### config.mk
export PLATFORM = sky130hd
export DESIGN_NAME = ice_sl_msg_tx
export DESIGN_NICKNAME = d
export VERILOG_FILES = /design/src/rtl/ice_bus_pkg.sv /design/src/rtl/ice_msg_buf.sv /design/src/rtl/ice_sl_msg_tx.sv
export SDC_FILE = /design/constraint.sdc
export NUM_CORES = 2
export LEC_CHECK = 0
export BUFFER_PORTS_ARGS = -buffer_cell sky130_fd_sc_hd__buf_4
export CAP_MARGIN = 15
export CORE_UTILIZATION = 50
export CTS_CLUSTER_DIAMETER = 60
export DETAILED_ROUTE_END_ITERATION = 7
export PLACE_DENSITY = 0.63
export SLEW_MARGIN = 40
export SYNTH_ARGS = -nofsm -noshare
export SYNTH_HDL_FRONTEND = slang
export SYNTH_HIERARCHICAL = 1
export SYNTH_SLANG_ARGS = --single-unit
export TNS_END_PERCENT = 100
### constraint.sdc
create_clock -name clk -period 6.6 [get_ports clk]
set_input_delay 0 -clock clk [delete_from_list [all_inputs] [get_ports clk]]
set_output_delay 0 -clock clk [all_outputs]
set_load 0.03 [all_outputs]
### src/rtl/ice_bus_pkg.sv
// ICE slave bus shared definitions.
// Widths, header size and the message transmitter state encoding.
package ice_bus_pkg;
   localparam int SL_DATA_W = 9;
   localparam int SL_ADDR_W = 9;
   localparam int HDR_LEN   = 3;

   typedef enum logic [2:0] {
      ST_IDLE     = 3'd0,
      ST_FILL     = 3'd1,
      ST_REQ      = 3'd2,
      ST_HDR_TYPE = 3'd3,
      ST_HDR_EVT  = 3'd4,
      ST_HDR_LEN  = 3'd5,
      ST_PAYLOAD  = 3'd6,
      ST_COMMIT   = 3'd7
   } tx_state_t;
endpackage

### src/rtl/ice_msg_buf.sv
// Payload staging buffer: simple dual-port RAM, synchronous read.
// Contents are not reset; only bytes written in FILL are ever read.
module ice_msg_buf #(
   parameter int AW = 8
) (
   input  logic          clk,
   input  logic          we,
   input  logic [AW-1:0] waddr,
   input  logic [7:0]    wdata,
   input  logic          re,
   input  logic [AW-1:0] raddr,
   output logic [7:0]    rdata
);
   logic [7:0] mem [2**AW];

   always_ff @(posedge clk) begin
      if (we) mem[waddr] <= wdata;
      if (re) rdata <= mem[raddr];
   end
endmodule

### src/rtl/ice_sl_msg_tx.sv
// Slave-side message transmitter: buffers one client message, then
// writes type/evt/len/payload into the controller buffer and latches tail.
module ice_sl_msg_tx
   import ice_bus_pkg::*;
#(
   parameter int AW      = 8,
   parameter int MAX_LEN = 255
) (
   input  logic                 clk,
   input  logic                 reset,
   input  logic                 msg_start,
   input  logic [7:0]           msg_type,
   input  logic [7:0]           msg_evt_id,
   input  logic [7:0]           msg_data,
   input  logic                 msg_data_valid,
   input  logic                 msg_end,
   output logic                 msg_ready,
   output logic                 msg_done,
   output logic                 msg_dropped,
   input  logic [SL_ADDR_W-1:0] sl_tail_in,
   input  logic                 sl_overflow,
   input  logic                 sl_arb_grant,
   output logic                 sl_arb_request,
   output logic [SL_ADDR_W-1:0] sl_addr,
   output logic [SL_DATA_W-1:0] sl_data,
   output logic [SL_ADDR_W-1:0] sl_tail,
   output logic                 sl_latch_tail
);
   tx_state_t state, nxt;
   logic [7:0] typ, evt, len, rptr, rd_data;
   logic [AW-1:0] wptr;
   logic [SL_ADDR_W-1:0] base, len9, rptr9;
   logic push, rd_en, abort, start_ok;

   assign len9     = SL_ADDR_W'(len);
   assign rptr9    = SL_ADDR_W'(rptr);
   assign abort    = sl_overflow | ~sl_arb_grant;
   assign start_ok = msg_start & (state == ST_IDLE || state == ST_FILL);

   ice_msg_buf #(.AW(AW)) u_buf (
      .clk   (clk),
      .we    (push),
      .waddr (wptr),
      .wdata (msg_data),
      .re    (rd_en),
      .raddr (AW'(rptr)),
      .rdata (rd_data)
   );

   always_comb begin
      nxt            = state;
      msg_ready      = 1'b0;
      msg_done       = 1'b0;
      msg_dropped    = 1'b0;
      sl_arb_request = 1'b0;
      sl_addr        = '0;
      sl_data        = '0;
      sl_tail        = '0;
      sl_latch_tail  = 1'b0;
      push           = 1'b0;
      rd_en          = 1'b0;
      unique case (state)
         ST_IDLE: begin
            msg_ready = 1'b1;
            if (msg_start) nxt = ST_FILL;
         end
         ST_FILL: begin
            if (!msg_start) begin
               if (msg_data_valid && len == 8'(MAX_LEN)) begin
                  msg_dropped = 1'b1;
                  nxt         = ST_IDLE;
               end else begin
                  push = msg_data_valid;
                  if (msg_end) nxt = ST_REQ;
               end
            end
         end
         ST_REQ: begin
            sl_arb_request = 1'b1;
            if (sl_arb_grant) nxt = ST_HDR_TYPE;
         end
         ST_HDR_TYPE: begin
            sl_arb_request = 1'b1;
            if (abort) begin
               msg_dropped = 1'b1;
               nxt         = ST_IDLE;
            end else begin
               sl_addr = base;
               sl_data = {1'b1, typ};
               nxt     = ST_HDR_EVT;
            end
         end
         ST_HDR_EVT: begin
            sl_arb_request = 1'b1;
            if (abort) begin
               msg_dropped = 1'b1;
               nxt         = ST_IDLE;
            end else begin
               sl_addr = base + SL_ADDR_W'(1);
               sl_data = {1'b1, evt};
               nxt     = ST_HDR_LEN;
            end
         end
         ST_HDR_LEN: begin
            sl_arb_request = 1'b1;
            if (abort) begin
               msg_dropped = 1'b1;
               nxt         = ST_IDLE;
            end else begin
               // Prefetch payload byte 0 so PAYLOAD runs without bubbles
               sl_addr = base + SL_ADDR_W'(HDR_LEN - 1);
               sl_data = {1'b1, len};
               rd_en   = 1'b1;
               nxt     = (len == 8'd0) ? ST_COMMIT : ST_PAYLOAD;
            end
         end
         ST_PAYLOAD: begin
            sl_arb_request = 1'b1;
            if (abort) begin
               msg_dropped = 1'b1;
               nxt         = ST_IDLE;
            end else begin
               sl_addr = base + SL_ADDR_W'(HDR_LEN - 1) + rptr9;
               sl_data = {1'b1, rd_data};
               rd_en   = 1'b1;
               if (rptr == len) nxt = ST_COMMIT;
            end
         end
         ST_COMMIT: begin
            sl_arb_request = 1'b1;
            nxt            = ST_IDLE;
            if (abort) begin
               msg_dropped = 1'b1;
            end else begin
               sl_tail       = base + SL_ADDR_W'(HDR_LEN) + len9;
               sl_latch_tail = 1'b1;
               msg_done      = 1'b1;
            end
         end
         default: nxt = ST_IDLE;
      endcase
   end

   always_ff @(posedge clk or posedge reset) begin
      if (reset) begin
         state <= ST_IDLE;
         typ   <= '0;
         evt   <= '0;
         len   <= '0;
         wptr  <= '0;
         rptr  <= '0;
         base  <= '0;
      end else begin
         state <= nxt;
         if (start_ok) begin
            typ  <= msg_type;
            evt  <= msg_evt_id;
            len  <= '0;
            wptr <= '0;
         end else if (push) begin
            len  <= len + 8'd1;
            wptr <= wptr + AW'(1);
         end
         if (state == ST_REQ && sl_arb_grant) begin
            base <= sl_tail_in;
            rptr <= '0;
         end else if (rd_en) begin
            rptr <= rptr + 8'd1;
         end
      end
   end
endmodule

==> results.ini <==
[run_status]
status=completed

[timing]
min_period_ns=4.191
finClkSkew_ns=0.03922
maxSlewHeadroom=0.3243
rsz0062_at_grt=no
setup_violations=0
slew_violations=0
min_period_over_period=0.6350
finalSetupTns_ns=0
finalHoldViolCount=0
tightest_slew_ns=1.005
layout_setup_ws_ns=2.409
clock.fmax_mhz=238.6

[worst_setup_path]
worstPathArrival_ns=4.76
rr_worst_depth=8
critPathCaptureType=flip-flop
reg2reg_from=rptr[0]$_DFFE_PP0P_
start_kind=flip-flop
path_class=flip-flop to flip-flop
worstPathRequired_ns=7.16
rrSetupSlack_ns=2.41
worst-path-max-fanout=69
r2r-end=u_buf/rdata[2]$_DFFE_PP_

[logic_synthesis]
ys_async_sr_fraction=0.02467
synth-seq-cells=2108
synth.distinct_cells=82
synth.most_common_cell=edfxtp_1
synth_cells=4191
ys_top_cells_by_area=edfxtp_1, mux4_2, mux2i_1
avgSynthCellArea_sq_um=19.94
synth_common_cells=edfxtp_1, mux4_2, nor2_1
ys.flop_type=edfxtp_1
netlist_area_sq_um=83560
synth_edf_count=2056
netlist.area_leader.share=0.7389
synth_top_area_cell=edfxtp_1
ys_seq_area_frac=0.7545
ys_warn_count=6
synth_fp_nets=4263

[global_routing]
grt_first_pass_wirelength_um=303900
grt_use_total=0.2505
overflow=0
grt_max_degree=116
grt_pass1_vias=42197
antenna_found_initial=5

[cts]
cts_tree=yes
cts.path.max_buffers=3
cts.reportedPaths.clkPinSlew_ns=0.06
ctsHoldBuffers=113
clkLatencyLatePin_ns=0.86
cts_inserted_buffers=212
ctsResizeCount=0
h-tree-depth=4
postCtsSetupBuffers=0
cts_sinks=2108
ctsRootBufferMaster=clkbuf_16

[drt]
vias=43171
routed_via_density=6.351
antenna_left=0
wire_per_inst_um=30.97
drtIter0Drc=5286
route.detailed.drc=0
wirelength_um=210500
first_pass_iters=6

[finish]
nets=4497
layout-drive-gt1-share=0.2496
syn_to_final_growth_pct=13.95

[min_path]
hp-start=msg_data[7]
holdPathStages=2
hp-class=input pin to flip-flop
min_to=u_buf/mem[202][7]$_DFFE_PP_

[place]
dp_hpwl_um=126600
port_buffers=71
gp_congestion=0.8648
dpl_worst_slack_ns=2.455

[floorplan]
die_w_um=410.8
initial_core_util=0.5053
die_h_um=410.8
die-area_sq_um=168700
ioPinCount=72
row_count=149
core-area_sq_um=165400

[power_and_ir_drop]
vdd_ir_drop_max_mv=0.2743
pwr_density_cell_nw_per_um2=338.3
power_leakage_uw=0.02895

[flow_run]
drv_cap=0

[where the power goes]
group	switching [uW]	internal (uW)	total (uW)
Clock	5170	7080	12300
Combinational	2550	2370	4930
Sequential	234	14800	15000
Total	7960	24200	32200
[how the worst max path moves through the flow]
stage          slack, ns  depth (start not counted)           startpoint                     endpoint
3_5_place_dp        2.45                         10  rptr[0]$_DFFE_PP0P_     u_buf/rdata[7]$_DFFE_PP_
4_1_cts             2.41                         10  rptr[0]$_DFFE_PP0P_     u_buf/rdata[7]$_DFFE_PP_
2_1_floorplan       3.80                          9   len[0]$_DFFE_PP0P_  u_buf/mem[234][0]$_DFFE_PP_
5_1_grt             2.26                         10  rptr[0]$_DFFE_PP0P_     u_buf/rdata[7]$_DFFE_PP_
3_3_place_gp        2.20                          7  rptr[0]$_DFFE_PP0P_     u_buf/rdata[5]$_DFFE_PP_
6_report            2.41                          8  rptr[0]$_DFFE_PP0P_     u_buf/rdata[2]$_DFFE_PP_
[through the flow]
| stage | hold WS, ns | cells | util | instance area [sq um] | total power, uW |
|---|---|---|---|---|---|
| detailed placement | 0.1996 | 6285 | 0.5237 | 86600 | 20030 |
| floorplan | 0.09887 | 4191 | - | 83560 | 18960 |
| finish | 0.1699 | 6797 | 0.5758 | 95210 | 32210 |
| global route | 0.1579 | 6793 | 0.5757 | 95200 | 33210 |
| CTS | 0.1239 | 6791 | 0.5740 | 94910 | 32390 |
| global placement | 0.2000 | 6278 | 0.5212 | 86180 | 19990 |
[worst max-delay path, cell delays in order (launching register included)]
cell,delay (ns)
dfrtp_4,0.94
buf_12,0.53
mux4_2,0.57
nor2b_1,0.14
a211oi_1,0.53
nor3_1,0.10
nor4_1,0.66
buf_4,0.27
nor4_2,0.05
[cell type report]
type                       instances  area [sq um]
fill                           11965         70150
sequential                      2108         63060
multi-input combinational       1806         19440
clock buffer                     247          5479
tap                             2189          2739
timing repair buffer             278          2704
clock inverter                   146          1699
inverter                          19         71.32
antenna                            4         10.01
[registers in the layout, indices dropped and copies added (netlist names)]
signal / cells
rptr: 8
typ: 8
base: 9
u_buf/rdata: 8
state: 3
len: 8
evt: 8
wptr: 8
u_buf/mem: 2048
[metal layers]
metal | track usage | vias to the layer above | share of wire
li1 | - | 17811 | -
met1 | 0.3758 | 23074 | 0.43
met2 | 0.3775 | 1983 | 0.46
met3 | 0.04469 | 299 | 0.082
met4 | 0.07546 | 4 | 0.029
met5 | 0 | - | 0.00015
[cell usage in the layout, fill, tap and decap left out, types with 110 or more instances in the layout]
cell type,n
edfxtp_1,2056
mux4_2,454
clkbuf_16,214
nor2_1,168
a22oi_1,154
nor2_2,149
mux2i_1,136
buf_4,128
dlygate4sd3_1,113
a21oi_1,110
[cells by family (layout without fill, tap and decap cells)]
group                      Yosys count  after routing  share of synthesized area
and+or+nand+nor                    651            651                    0.03536
buffers and inverters              277            690                    0.01975
other                                0              4                          0
xor gates and xnor gates            45             45                   0.004717
muxes                              599            599                     0.1402
DFF                               2108           2108                     0.7545
AOI/OAI and AO/OA                  479            479                    0.04049
adders and majority gates           32             32                   0.004972
Note: power is estimated with default switching activity, not from simulation.
